[config.mk]
export PLATFORM = sky130hd
export DESIGN_NAME = uart_tx_fifo
export DESIGN_NICKNAME = d
export VERILOG_FILES = /design/src/rtl/uart_tx_fifo.sv
export SDC_FILE = /design/constraint.sdc
export NUM_CORES = 1
export LEC_CHECK = 0
export CORE_MARGIN = 3
export CORE_UTILIZATION = 40
export CTS_CLUSTER_DIAMETER = 200
export DETAILED_ROUTE_END_ITERATION = 6
export PLACE_DENSITY = 0.59
export SLEW_MARGIN = 30
export SYNTH_ARGS = -nofsm -noshare
export SYNTH_HDL_FRONTEND = slang
export SYNTH_SLANG_ARGS = --single-unit
[constraint.sdc]
create_clock -name clk -period 8.7 [get_ports clk]
set_input_delay 1.305 -clock clk [delete_from_list [all_inputs] [get_ports clk]]
set_output_delay 1.305 -clock clk [all_outputs]
set_load 0.1 [all_outputs]
[src/rtl/uart_tx_fifo.sv]
// UART transmitter with a small input FIFO and a configurable frame format.
// The frame is start bit, DATA_WIDTH data bits (LSB first), an optional
// parity bit, then STOP_BITS stop bits. tx is registered, so the line follows
// the FSM state one cycle later and never glitches.
//
// state    | meaning
// ---------+----------------------------------------------------------
// S_IDLE   | line idle high, waiting for the FIFO to hold a byte
// S_START  | start bit (low) for one bit time
// S_DATA   | data bits, shift-register LSB first
// S_PARITY | parity bit (only when PARITY != 0)
// S_STOP   | stop bit(s) high; pops the next byte with no idle gap
module uart_tx_fifo #(
   parameter int CLKS_PER_BIT = 1000,
   parameter int DATA_WIDTH   = 8,
   parameter int PARITY       = 0,
   parameter int STOP_BITS    = 1,
   parameter int FIFO_DEPTH   = 4
) (
   input  logic                  clk,
   input  logic                  rst_n,
   input  logic                  we,
   input  logic [DATA_WIDTH-1:0] din,
   output logic                  full,
   output logic                  empty,
   output logic                  busy,
   output logic                  overflow,
   output logic                  tx
);

   localparam int PTR_W = $clog2(FIFO_DEPTH);
   localparam int CNT_W = PTR_W + 1;
   localparam int CLK_W = $clog2(CLKS_PER_BIT * 2);

   localparam logic [CNT_W-1:0] DEPTH_C   = CNT_W'(FIFO_DEPTH);
   localparam logic [CLK_W-1:0] BIT_LAST  = CLK_W'(CLKS_PER_BIT - 1);
   localparam logic [CLK_W-1:0] STOP_LAST = CLK_W'(STOP_BITS * CLKS_PER_BIT - 1);
   localparam logic [2:0]       DATA_LAST = 3'(DATA_WIDTH - 1);

   typedef enum logic [2:0] {
      S_IDLE   = 3'd0,
      S_START  = 3'd1,
      S_DATA   = 3'd2,
      S_PARITY = 3'd3,
      S_STOP   = 3'd4
   } state_t;

   logic [DATA_WIDTH-1:0] mem_q [FIFO_DEPTH];
   logic [PTR_W-1:0]      wr_ptr_q, wr_ptr_d;
   logic [PTR_W-1:0]      rd_ptr_q, rd_ptr_d;
   logic [CNT_W-1:0]      count_q, count_d;
   logic                  full_q, full_d;
   logic                  empty_q, empty_d;
   logic                  overflow_q, overflow_d;

   state_t                state_q, state_d;
   logic [CLK_W-1:0]      clk_cnt_q, clk_cnt_d;
   logic [2:0]            bit_idx_q, bit_idx_d;
   logic [DATA_WIDTH-1:0] shift_q, shift_d;
   logic                  par_q, par_d;
   logic                  tx_q, tx_d;

   logic                  push;
   logic                  pop;
   logic [DATA_WIDTH-1:0] head;

   // Full is judged on the registered count, so a same-cycle pop never admits a write.
   assign push = we && !full_q;
   assign head = mem_q[rd_ptr_q];

   // FIFO storage; no reset needed because reset clears the pointers and count.
   always_ff @(posedge clk) begin
      if (push) begin
         mem_q[wr_ptr_q] <= din;
      end
   end

   // FIFO pointer, count and flag next-state.
   always_comb begin
      wr_ptr_d   = wr_ptr_q;
      rd_ptr_d   = rd_ptr_q;
      count_d    = count_q;
      overflow_d = we && full_q;
      if (push) begin
         wr_ptr_d = wr_ptr_q + 1'b1;
      end
      if (pop) begin
         rd_ptr_d = rd_ptr_q + 1'b1;
      end
      case ({push, pop})
         2'b10:   count_d = count_q + 1'b1;
         2'b01:   count_d = count_q - 1'b1;
         default: count_d = count_q;
      endcase
      full_d  = (count_d == DEPTH_C);
      empty_d = (count_d == '0);
   end

   // FIFO pointer, count and flag registers.
   always_ff @(posedge clk or negedge rst_n) begin
      if (!rst_n) begin
         wr_ptr_q   <= '0;
         rd_ptr_q   <= '0;
         count_q    <= '0;
         full_q     <= 1'b0;
         empty_q    <= 1'b1;
         overflow_q <= 1'b0;
      end else begin
         wr_ptr_q   <= wr_ptr_d;
         rd_ptr_q   <= rd_ptr_d;
         count_q    <= count_d;
         full_q     <= full_d;
         empty_q    <= empty_d;
         overflow_q <= overflow_d;
      end
   end

   // Frame FSM: next state, bit timing, FIFO pop and line level.
   always_comb begin
      state_d   = state_q;
      clk_cnt_d = clk_cnt_q;
      bit_idx_d = bit_idx_q;
      shift_d   = shift_q;
      par_d     = par_q;
      tx_d      = 1'b1;
      pop       = 1'b0;
      case (state_q)
         S_IDLE: begin
            tx_d = 1'b1;
            if (!empty_q) begin
               pop       = 1'b1;
               shift_d   = head;
               par_d     = (PARITY == 2) ? ~(^head) : ^head;
               clk_cnt_d = '0;
               bit_idx_d = '0;
               state_d   = S_START;
            end
         end
         S_START: begin
            tx_d = 1'b0;
            if (clk_cnt_q == BIT_LAST) begin
               clk_cnt_d = '0;
               state_d   = S_DATA;
            end else begin
               clk_cnt_d = clk_cnt_q + 1'b1;
            end
         end
         S_DATA: begin
            tx_d = shift_q[0];
            if (clk_cnt_q == BIT_LAST) begin
               clk_cnt_d = '0;
               shift_d   = shift_q >> 1;
               if (bit_idx_q == DATA_LAST) begin
                  bit_idx_d = '0;
                  state_d   = (PARITY != 0) ? S_PARITY : S_STOP;
               end else begin
                  bit_idx_d = bit_idx_q + 1'b1;
               end
            end else begin
               clk_cnt_d = clk_cnt_q + 1'b1;
            end
         end
         S_PARITY: begin
            tx_d = par_q;
            if (clk_cnt_q == BIT_LAST) begin
               clk_cnt_d = '0;
               state_d   = S_STOP;
            end else begin
               clk_cnt_d = clk_cnt_q + 1'b1;
            end
         end
         S_STOP: begin
            tx_d = 1'b1;
            if (clk_cnt_q == STOP_LAST) begin
               clk_cnt_d = '0;
               bit_idx_d = '0;
               if (!empty_q) begin
                  pop     = 1'b1;
                  shift_d = head;
                  par_d   = (PARITY == 2) ? ~(^head) : ^head;
                  state_d = S_START;
               end else begin
                  state_d = S_IDLE;
               end
            end else begin
               clk_cnt_d = clk_cnt_q + 1'b1;
            end
         end
         default: begin
            tx_d      = 1'b1;
            clk_cnt_d = '0;
            bit_idx_d = '0;
            state_d   = S_IDLE;
         end
      endcase
   end

   // Frame FSM registers; tx resets high so an aborted frame releases the line at once.
   always_ff @(posedge clk or negedge rst_n) begin
      if (!rst_n) begin
         state_q   <= S_IDLE;
         clk_cnt_q <= '0;
         bit_idx_q <= '0;
         shift_q   <= '0;
         par_q     <= 1'b0;
         tx_q      <= 1'b1;
      end else begin
         state_q   <= state_d;
         clk_cnt_q <= clk_cnt_d;
         bit_idx_q <= bit_idx_d;
         shift_q   <= shift_d;
         par_q     <= par_d;
         tx_q      <= tx_d;
      end
   end

   assign full     = full_q;
   assign empty    = empty_q;
   assign overflow = overflow_q;
   assign tx       = tx_q;
   assign busy     = (state_q != S_IDLE) || !empty_q;

endmodule

== Word level (Yosys, flattened, before mapping) ==
Memories as Yosys holds them, arrays and structs flattened.
Index checks and enable logic that the tools add are counted.

* Output and inout bits: 5
* Bits in writable memories: 32
* Memories: 1
* Bits in registers: 37

* Muxes and demuxes: 30
* Reductions and logical operators: 17
* Equal/unequal tests: 15
* Bitwise gates (word level): 1
* $add $sub $neg: 6

{| class="wikitable"
|+ Memories
! memory !! depth !! bits a word !! read ports !! clocked after memory_dff !! wr ports !! RTL line !! source
|-
| mem_q || 4 || 8 || 1 || 0 || 1 || 48 || <nowiki>logic [DATA_WIDTH-1:0] mem_q [FIFO_DEPTH];</nowiki>
|}

{| class="wikitable"
|+ Operators by type and width
! operator !! count
|-
| 3-bit 2-to-1 mux || 10
|-
| 8-bit 2-to-1 mux || 3
|-
| 8-bit one-hot mux with 3 select lines || 1
|-
| 11-bit 2-to-1 mux || 2
|-
| 11-bit one-hot mux with 2 select lines || 1
|-
| 3-bit one-hot mux with 5 select lines || 1
|-
| 2-bit inequality test (second input constant) || 6
|-
| 3-bit one-hot mux with 4 select lines || 1
|-
| 11-bit by 1-bit adder with 11-bit output (second input constant) || 1
|-
| 11-bit by 10-bit == test with 1-bit output (second input constant) || 1
|-
| 3-bit == test (second input constant) || 3
|-
| 8-bit parity || 1
|-
| 1-bit 2-to-1 mux || 7
|-
| 3-bit by 1-bit adder with 3-bit output (second input constant) || 2
|-
| 3-bit by 2-bit == test with 1-bit output (second input constant) || 2
|-
| 3-bit logical NOT || 2
|-
| 3-bit one-hot mux with 2 select lines || 1
|-
| 6-bit AND reduction || 1
|-
| 3-bit nonzero test || 2
|-
| 2-bit by 1-bit adder with 2-bit output (second input constant) || 2
|-
| 1-bit one-hot mux with 2 select lines || 2
|-
| 4-bit AND reduction || 1
|-
| 4-bit OR reduction || 1
|-
| 3-bit by 1-bit == test with 1-bit output (second input constant) || 1
|-
| other kinds (12) || 14
|}

== Longest topological paths before layout ==
Gate-level depths: netlist (run 1).

* Depth in word-level cells: 6
* Mapped depth: 10
* Gate-level depth less buffers: 10

== Least setup slack after synthesis (run 1) ==
Ideal clock, no wire load.

* Path kind: input port to flip-flop
* Start: in we
* End: reg full_q, in the netlist full
* Cell stages on the path: 8
* Setup slack: 5.636 ns
* Library setup time: 0.073 ns
* Path buffers: 1
* Arrival: 2.991 ns
* Cells stage by stage: nor2b_1 > clkbuf_1 > inv_1 > ha_1 > fa_1 > mux2_2 > or2_2 > nor2b_1

* Cells in the longest elaborated chain, start to end: 4
* Elaborated cells on any way between the ends: 5

{| class="wikitable"
|+ Ends and longest elaborated chain
! element !! RTL line !! source
|-
| start, declared || 22 || <nowiki>input logic we,</nowiki>
|-
| 1-bit logical AND (*) || 68 || <nowiki>assign push = we && !full_q;</nowiki>
|-
| 2-bit by 1-bit == test with 1-bit output or 2-bit == test (tied branches) || 90 || <nowiki>case ({push, pop})</nowiki>
|-
| 3-bit one-hot mux with 2 select lines (*) || 90 ||
|-
| named net count_d[1] || 51 || <nowiki>logic [CNT_W-1:0] count_q, count_d;</nowiki>
|-
| 3-bit == test (*) || 95 || <nowiki>full_d = (count_d == DEPTH_C);</nowiki>
|-
| named net full_d || 52 || <nowiki>logic full_q, full_d;</nowiki>
|-
| end signal, assigned || 112 || <nowiki>full_q <= full_d;</nowiki>
|-
| end, declared || 52 ||
|}

Mark *: on every way through the listed nets, which the timed path passes. The rest lies on a longest branch.
A chain may end at the register's enable or synchronous reset.

== Worst setup path in the final report (run 1) ==
* Start: reg state_q[0]
* End: out busy

* Cells in the longest elaborated chain, start to end: 2

{| class="wikitable"
|+ Ends and longest elaborated chain
! element !! RTL line !! source
|-
| start, declared || 56 || <nowiki>state_t state_q, state_d;</nowiki>
|-
| start signal, assigned || 208 || <nowiki>state_q <= state_d;</nowiki>
|-
| 3-bit nonzero test || 221 || <nowiki>assign busy = (state_q != S_IDLE) || !empty_q;</nowiki>
|-
| 1-bit logical OR || 221 ||
|-
| end, declared || 26 || <nowiki>output logic busy,</nowiki>
|}

No other way between the ends.

==> results.py, run 1 <==
metrics = {
    "sta": {
        "timing.fmax_mhz": 259,
        "hold_slack_ns": 0.488,
        "setup_viol": 0,
        "skew_ns": 0.00676,
        "slew_viol_final": 0,
        "tightestPinTransition_ns": 1.02,
        "relSlewSlack": 0.315,
        "fin_crit_ns": 3.86,
        "rsz0062_at_grt": "false",
        "setup_tns_ns": 0,
        "period_share": 0.444,
        "hold_viol": 0,
    },
    "global_route": {
        "grt.overflow.total": 0,
        "track_usage": 0.125,
        "grt_max_degree": 38,
        "grt_pass1_wl_um": 8230,
        "grt_pass1_vias": 1688,
        "antenna_found_initial": 0,
    },
    "layout": {
        "fillers": 662,
        "nets": 261,
        "num_antenna_cells": 0,
        "final_area_sq_mm": 0.00352,
        "drive_above_1_share": 0.207,
        "syn_to_final_growth_pct": 13.8,
    },
    "yosys": {
        "synth_largest_area_cell": "edfxtp_1",
        "ys_ff_latch": 69,
        "synthFlopType": "dfrtp_1",
        "yosysSeqAreaShare": 0.610,
        "synth_common_cells": "35 x dfrtp_1, 32 x edfxtp_1, 20 x nor2_1",
        "synth.area.top_cells": "edfxtp_1 31%, dfrtp_1 28%, mux4_2 5.8%",
        "synth_most_common_cell": "dfrtp_1",
        "syn_area_per_cell_sq_um": 13.9,
        "ys_types": 38,
        "async_reset_ff_frac": 0.536,
        "ys_warn_count": 0,
        "yosysTopAreaCellShare": 0.310,
        "syn_area_sq_mm": 0.00310,
        "syn-num-nets": 242,
        "syn_inst": 222,
        "synth_edf_count": 32,
    },
    "route": {
        "totalWireLength_um": 4730,
        "routedWlPerCell_um": 13.7,
        "drc": 0,
        "antenna_left": 0,
        "vias_per_cell": 4.80,
        "vias": 1656,
        "drt_first_iter_violations": 48,
        "firstDrtPassIters": 4,
    },
    "clock_tree": {
        "cts_buffers": 9,
        "clk_latency_ns": 0.34,
        "cts_setup_buffers": 0,
        "cts-root-buf": "clkbuf_8",
        "cts_tree": "built",
        "hold_buffers": 0,
        "cts-resized-gates": 0,
        "clockBufferDepth": 2,
        "cts.clk_slew.worst_paths_ns": 0.08,
        "h-tree-depth": 3,
        "clock-sinks": 69,
    },
    "worst_setup_path": {
        "start_kind": "register",
        "crit_type": "register to primary output",
        "r2r_end": "full",
        "crit_path_end_kind": "primary output",
        "cp.required_ns": 7.39,
        "worst-endpoint-arrival_ns": 2.56,
        "critPathMaxFanout": 11,
        "ff2ff_setup_slack_ns": 5.63,
        "reg2reg_from": "clk_cnt_q[3]",
        "rr_worst_depth": 8,
    },
    "min_path": {
        "hp-start": "count_q[2]",
        "hold_end": "count_q[2]",
        "hold_path_class": "register to register",
        "whs_path_depth": 1,
    },
    "place": {
        "port_buffers": 15,
        "dpl_cell_area_sq_mm": 0.00332,
        "place_congestion": 0.779,
        "place_hpwl_um": 3280,
    },
    "die": {
        "die_width_um": 94.0,
        "fp.dieH_um": 94.0,
        "dieArea_sq_mm": 0.00883,
        "rows": 31,
        "initial_core_util": 0.420,
        "io_pins": 16,
        "coreArea_sq_mm": 0.00737,
    },
    "pwr": {
        "vdd_ir_drop_max_mv": 0.161,
        "power.density_mw_per_mm2": 333,
        "leakage_nw": 1.34,
    },
    "job": {
        "maxCapViolations": 0,
    },
    "outcome": {
        "status": "completed",
    },
}
state kept, by name, indices dropped and copies added, names as in the netlist:
| signal | cells |
|---|---|
| full | 1 |
| state_q | 3 |
| count_q | 3 |
| overflow | 1 |
| par_q | 1 |
| tx | 1 |
| empty | 1 |
| shift_q | 8 |
| clk_cnt_q | 11 |
| wr_ptr_q | 2 |
| rd_ptr_q | 2 |
| mem_q | 32 |
| bit_idx_q | 3 |
cell families (layout without fill, tap and decap cells):
kind of cell             after synthesis  in the layout  share of synthesized area
AND/OR/NAND/NOR                       62             62                      0.108
XOR/XNOR                              23             23                     0.0651
adder cells (fa/ha/maj)                9              9                     0.0388
multiplexers                          24             24                      0.116
buffers and inverters                 14             38                     0.0218
flip-flops                            69             69                      0.610
AO/OA/AOI/OAI                         21             21                     0.0404
routing by layer:
layer  track usage  vias up  part of all wire
met5             0        -                 0
met4        0.0505        0            0.0089
met3        0.0473        4             0.038
met2         0.182       26              0.47
met1         0.167      805              0.49
li1              -      821                 -
cell usage in the layout, fill, tap and decap left out, types with 2 or more instances in the layout:
master / instances
nor2b_1: 3
clkdlybuf4s50_1: 14
inv_6: 2
edfxtp_1: 32
inv_1: 7
nand4_1: 3
a21oi_1: 7
mux2_2: 15
nand2_1: 16
and2_1: 5
inv_8: 3
o21ai_0: 8
a21oi_2: 2
xnor2_1: 18
clkbuf_8: 9
ha_1: 8
dfrtp_1: 35
nor3_1: 3
nand3_1: 3
dfstp_2: 2
mux4_2: 8
xor2_1: 5
nor2_1: 20
worst max path at each step:
| stage | cells after the start | startpoint | slack [ns] | to |
|---|---|---|---|---|
| floorplan | 8 | we | 5.64 | full |
| global placement | 8 | we | 5.06 | full |
| finish | 2 | state_q[0] | 4.84 | busy |
| CTS | 2 | state_q[0] | 4.81 | busy |
| detailed placement | 8 | we | 4.95 | full |
| global route | 2 | state_q[0] | 4.75 | busy |
critical path, cell delays in order, from the launching register on:
cell	delay, ns
dfrtp_1	0.50
or4b_1	0.69
clkdlybuf4s50_1	1.02
layout make-up:
type	count	area [sq um]	area share
clock buffers	9	124	0.0352
clock inverters	7	76.3	0.0217
inverters	7	26.3	0.00746
multi-input cells	139	1140	0.323
flip-flops and latches	69	1890	0.536
well taps	99	124	0.0352
repair buffers	15	145	0.0412
through the flow:
stage               power (mW)  utilization  worst slack (ns)  cells
floorplan                0.847            -              5.64    222
global route              1.26        0.478              4.75    345
global placement         0.928        0.451              5.06    329
CTS                       1.19        0.478              4.81    345
detailed placement       0.934        0.451              4.95    329
finish                    1.17        0.478              4.84    345
power by group:
part | internal, mW | total, mW | switching [mW]
Sequential | 0.431 | 0.494 | 0.0624
Clock | 0.114 | 0.254 | 0.140
Combinational | 0.207 | 0.425 | 0.217
Total | 0.753 | 1.17 | 0.420
(Power assumes the default switching activity.)
==> inputs of run 2 (changes only) <==
PLACE_DENSITY = 0.61   (was 0.59)
clock period = 3.2 ns   (was 8.7 ns; I/O delays follow)
==> run 2 against run 1 <==
  * Routed wire length hardly changed
  * Die area stayed put
  * Register-to-register slack worse by 5.2 ns
  * Sequential share of layout area is 0.33 points higher
  * Worst hold slack worse by 0.27 ns
  * Power grew to 2.7 times the previous value
  * Final area is 0.60% lower
  * Final cell count is 0.58% higher
  * Non-clock buffer count is 2 higher
  * Flip-flop and latch count stayed put
  * Via count is 1.1% higher
  * Clock power is 150% higher
  * Largest cell class unchanged
  * Largest power group unchanged
==> results.py, run 2 (synthesis results as in run 1) <==
metrics = {
    "outcome": {
        "status": "completed",
    },
    "place": {
        "place_hpwl_um": 3290,
        "dp_cells": 331,
        "place_congestion": 0.736,
        "port_buffers": 15,
        "post-place-ws_ns": 0.436,
        "dpl_cell_area_sq_mm": 0.00333,
    },
    "route": {
        "vias_per_cell": 4.82,
        "drt_first_iter_violations": 98,
        "routedWlPerCell_um": 13.7,
        "totalWireLength_um": 4740,
        "antenna_left": 0,
        "firstDrtPassIters": 4,
        "drc": 0,
        "vias": 1674,
    },
    "worst_setup_path": {
        "crit_path_end_kind": "register",
        "cp.required_ns": 3.47,
        "start_kind": "register",
        "crit_type": "register to register",
        "critPathMaxFanout": 5,
        "worst-endpoint-arrival_ns": 3.07,
    },
    "sta": {
        "setup_tns_ns": 0,
        "hold_viol": 0,
        "skew_ns": 0.00817,
        "setup_slack_ns": 0.397,
        "hold_slack_ns": 0.219,
        "fin_crit_ns": 2.80,
        "slew_viol_final": 0,
        "period_share": 0.876,
        "setup_viol": 0,
        "tightestPinTransition_ns": 0.969,
        "relSlewSlack": 0.352,
        "timing.fmax_mhz": 357,
        "rsz0062_at_grt": "false",
    },
    "layout": {
        "final_core_util": 0.475,
        "layout_commonest_cell": "dfrtp_1",
        "multiInputGateArea_sq_mm": 0.00114,
        "seqCellArea_sq_mm": 0.00189,
        "final_area_sq_mm": 0.00350,
        "syn_to_final_growth_pct": 13.1,
        "final_cell_mix": "35 x dfrtp_1, 32 x edfxtp_1, 20 x nor2_1, 18 x xnor2_1, 16 x nand2_1",
        "top_register": "mem_q",
        "drive_above_1_share": 0.230,
        "fin_cells": 347,
        "num_antenna_cells": 0,
        "nets": 263,
        "largest_reg_flops": 32,
        "top_regs": "mem_q: 32 flops, clk_cnt_q: 11 flops, shift_q: 8 flops",
        "fillers": 673,
    },
    "global_route": {
        "grt_max_degree": 38,
        "grt_pass1_wl_um": 8460,
        "grt.overflow.total": 0,
        "antenna_found_initial": 0,
        "grt_pass1_vias": 1764,
        "track_usage": 0.126,
    },
    "pwr": {
        "leakage_nw": 1.34,
        "seqPwrFrac": 0.429,
        "total_power_mw": 3.13,
        "power.density_mw_per_mm2": 893,
        "p_switching_mw": 1.10,
        "switching_share": 0.352,
        "comb_power_share": 0.370,
        "power_frac_clock": 0.201,
        "cell_internal_pwr_mw": 2.03,
        "vdd_ir_drop_max_mv": 0.378,
    },
    "clock_tree": {
        "cts-root-buf": "clkbuf_8",
        "cts_setup_buffers": 0,
        "clockBufferDepth": 2,
        "clk_latency_ns": 0.34,
        "cts_buffers": 9,
        "hold_buffers": 0,
        "cts-resized-gates": 0,
        "cts_tree": "built",
        "cts.clk_slew.worst_paths_ns": 0.08,
        "h-tree-depth": 3,
        "clock-sinks": 69,
    },
    "die": {
        "io_pins": 16,
        "initial_core_util": 0.420,
        "die_width_um": 94.0,
        "fp.dieH_um": 94.0,
        "dieArea_sq_mm": 0.00883,
        "coreArea_sq_mm": 0.00737,
        "rows": 31,
    },
    "job": {
        "maxCapViolations": 0,
    },
    "min_path": {
        "hold_path_class": "input port to async pin",
    },
}
==> run 2: path summary, 6_finish.rpt <==
kind	start	end	slack [ns]	depth (start not counted)
max in group asynchronous	rst_n	bit_idx_q[0]	2.48	1
hold / removal	rst_n	clk_cnt_q[5]	0.22	1
setup / recovery	clk_cnt_q[3]	full	0.40	8
min in group clk	count_q[2]	count_q[2]	0.48	1
hold reg to reg	count_q[2]	count_q[2]	0.48	1
setup reg to reg	clk_cnt_q[3]	full	0.40	8
==> run 2: cell type report <==
class	count	share of cell area
Clock inverter	7	0.0143
Clock buffer	9	0.0354
Inverter	7	0.00750
Sequential cell	69	0.539
Tap cell	99	0.0354
Timing Repair Buffer	17	0.0429
Multi-Input combinational cell	139	0.325
==> run 2: critical path, stage by stage (launching register included) <==
cell and delay (ns):
dfrtp_1 0.44, nor4b_2 0.34, or3b_4 0.43, a21oi_2 0.18
ha_1 0.23, fa_1 0.42, mux2_2 0.28, or2_2 0.30
nor2b_1 0.11
==> run 2: power groups by stage <==
| stage | logic (mW) | registers, mW | clock network [mW] |
|---|---|---|---|
| after floorplan | 0.933 | 1.37 | 0 |
| after global placement | 1.16 | 1.36 | 0 |
| after detailed placement | 1.18 | 1.37 | 0 |
| after CTS | 1.19 | 1.35 | 0.653 |
| after global routing | 1.29 | 1.39 | 0.693 |
| final | 1.16 | 1.34 | 0.628 |
==> run 2: metal layers <==
metal,routed length [um],global-route usage,vias up
met5,0,0,-
met4,85,0.0505,0
met3,173,0.0409,7
met2,2190,0.191,22
met1,2290,0.166,822
li1,-,-,823
==> inputs of run 3 (changes only) <==
DONT_BUFFER_PORTS = 1   (was unset)
PLACE_DENSITY = 0.58   (was 0.61)
==> run 3 against run 2 <==
  * Global-route usage up 0.51 points
  * Die area unchanged
  * Fmax up 0.73%
  * Combinational power down 8%
  * Register-to-register slack better by 0.02 ns
  * Worst hold slack worse by 0.0019 ns
  * Utilization down 0.95 points
  * Critical path type unchanged
  * Highest routed layer unchanged
==> results.py, run 3 (synthesis results as in run 1) <==
metrics = {
    "outcome": {
        "status": "completed",
    },
    "clock_tree": {
        "cts_setup_buffers": 0,
        "clk_latency_ns": 0.35,
        "cts-root-buf": "clkbuf_8",
        "cts-resized-gates": 0,
        "clock-sinks": 69,
        "h-tree-depth": 3,
        "clockBufferDepth": 2,
        "cts_buffers": 9,
        "cts.clk_slew.worst_paths_ns": 0.09,
        "cts_tree": "built",
    },
    "pwr": {
        "power.density_mw_per_mm2": 915,
        "leakage_nw": 1.31,
        "vdd_ir_drop_max_mv": 0.386,
        "total_power_mw": 3.14,
    },
    "place": {
        "port_buffers": 0,
        "post-place-ws_ns": 0.399,
        "place_congestion": 0.727,
        "place_hpwl_um": 3320,
        "dp_cells": 319,
    },
    "sta": {
        "period_share": 0.870,
        "rsz0062_at_grt": "false",
        "slew_viol_final": 0,
        "hold_viol": 0,
        "setup_viol": 0,
        "fin_crit_ns": 2.78,
        "timing.fmax_mhz": 359,
        "setup_slack_ns": 0.417,
        "setup_tns_ns": 0,
        "tightestPinTransition_ns": 0.872,
        "relSlewSlack": 0.419,
        "skew_ns": 0.0108,
    },
    "die": {
        "initial_core_util": 0.420,
        "die_width_um": 94.0,
        "dieArea_sq_mm": 0.00883,
        "fp.dieH_um": 94.0,
        "coreArea_sq_mm": 0.00737,
        "rows": 31,
        "io_pins": 16,
    },
    "worst_setup_path": {
        "cp.required_ns": 3.49,
        "crit_type": "register to register",
        "ff2ff_setup_slack_ns": 0.42,
        "critPathMaxFanout": 5,
        "start_kind": "register",
        "worst-endpoint-arrival_ns": 3.07,
        "reg2reg_from": "clk_cnt_q[3]",
        "crit_path_end_kind": "register",
        "rr_worst_depth": 8,
        "r2r_end": "full",
    },
    "route": {
        "totalWireLength_um": 4970,
        "vias": 1644,
        "antenna_left": 0,
        "vias_per_cell": 4.88,
        "firstDrtPassIters": 3,
        "routedWlPerCell_um": 14.7,
        "drc": 0,
        "drt_first_iter_violations": 28,
    },
    "global_route": {
        "grt.overflow.total": 0,
        "grt_pass1_wl_um": 8570,
        "track_usage": 0.131,
        "grt_pass1_vias": 1768,
        "antenna_found_initial": 0,
        "grt_max_degree": 38,
    },
    "min_path": {
        "hp-start": "din[1]",
        "whs_path_depth": 0,
        "hold_end": "mem_q[2][1]",
        "hold_path_class": "input port to register",
    },
    "layout": {
        "num_antenna_cells": 0,
        "top_regs": "mem_q: 32 flops, clk_cnt_q: 11 flops, shift_q: 8 flops",
        "nets": 253,
        "syn_to_final_growth_pct": 10.9,
        "drive_above_1_share": 0.235,
        "layout_commonest_cell": "dfrtp_1",
        "top_register": "mem_q",
        "fin_cells": 337,
        "largest_reg_flops": 32,
        "final_cell_mix": "35 x dfrtp_1, 32 x edfxtp_1, 20 x nor2_1, 18 x xnor2_1, 16 x nand2_1",
    },
    "job": {
        "maxCapViolations": 0,
    },
}
run 3: worst max-delay path by stage:
stage / startpoint / to / cells after the start
2_1_floorplan: clk_cnt_q[3] / full / 8
3_3_place_gp: clk_cnt_q[3] / full / 8
3_5_place_dp: clk_cnt_q[3] / full / 8
4_1_cts: clk_cnt_q[3] / full / 8
5_1_grt: clk_cnt_q[3] / full / 8
6_report: clk_cnt_q[3] / full / 8
run 3: final cells by class:
class                   count  area [sq um]
fillers                   684          3940
flip-flops and latches     69          1890
multi-input cells         139          1140
clock buffers               9           124
well taps                  99           124
repair buffers              7          67.6
clock inverters             7          62.6
inverters                   7          26.3
run 3: through the flow:
stage	hold WS (ns)	instance area, sq um	utilization
floorplan	0.184	3100	-
global placement	0.186	3220	0.436
detailed placement	0.185	3220	0.436
CTS	0.199	3430	0.466
global route	0.192	3430	0.466
finish	0.217	3430	0.466
run 3: metal layers:
layer	vias to the layer above	global-route usage	routed length (um)
li1	805	-	-
met1	811	0.158	2290
met2	18	0.213	2420
met3	10	0.0353	149
met4	0	0.0686	102
met5	-	0	0
run 3: repair_timing:
item                                    in CTS  in global routing
endpoints found under the setup margin       0                  0
hold endpoints to repair                    37                  0
hold buffers                                 2                  0
run 3: worst max-delay path, cell delays in order, from the launching register on:
cell	delay (ns)
dfrtp_1	0.44
nor4b_2	0.36
or3b_4	0.44
a21oi_2	0.17
ha_1	0.21
fa_1	0.41
mux2_2	0.27
or2_2	0.30
nor2b_1	0.10
run 3: power by group:
| group | total (mW) | internal [mW] | switching (mW) |
|---|---|---|---|
| logic | 1.07 | 0.548 | 0.517 |
| registers | 1.41 | 1.17 | 0.232 |
| clock network | 0.668 | 0.297 | 0.371 |
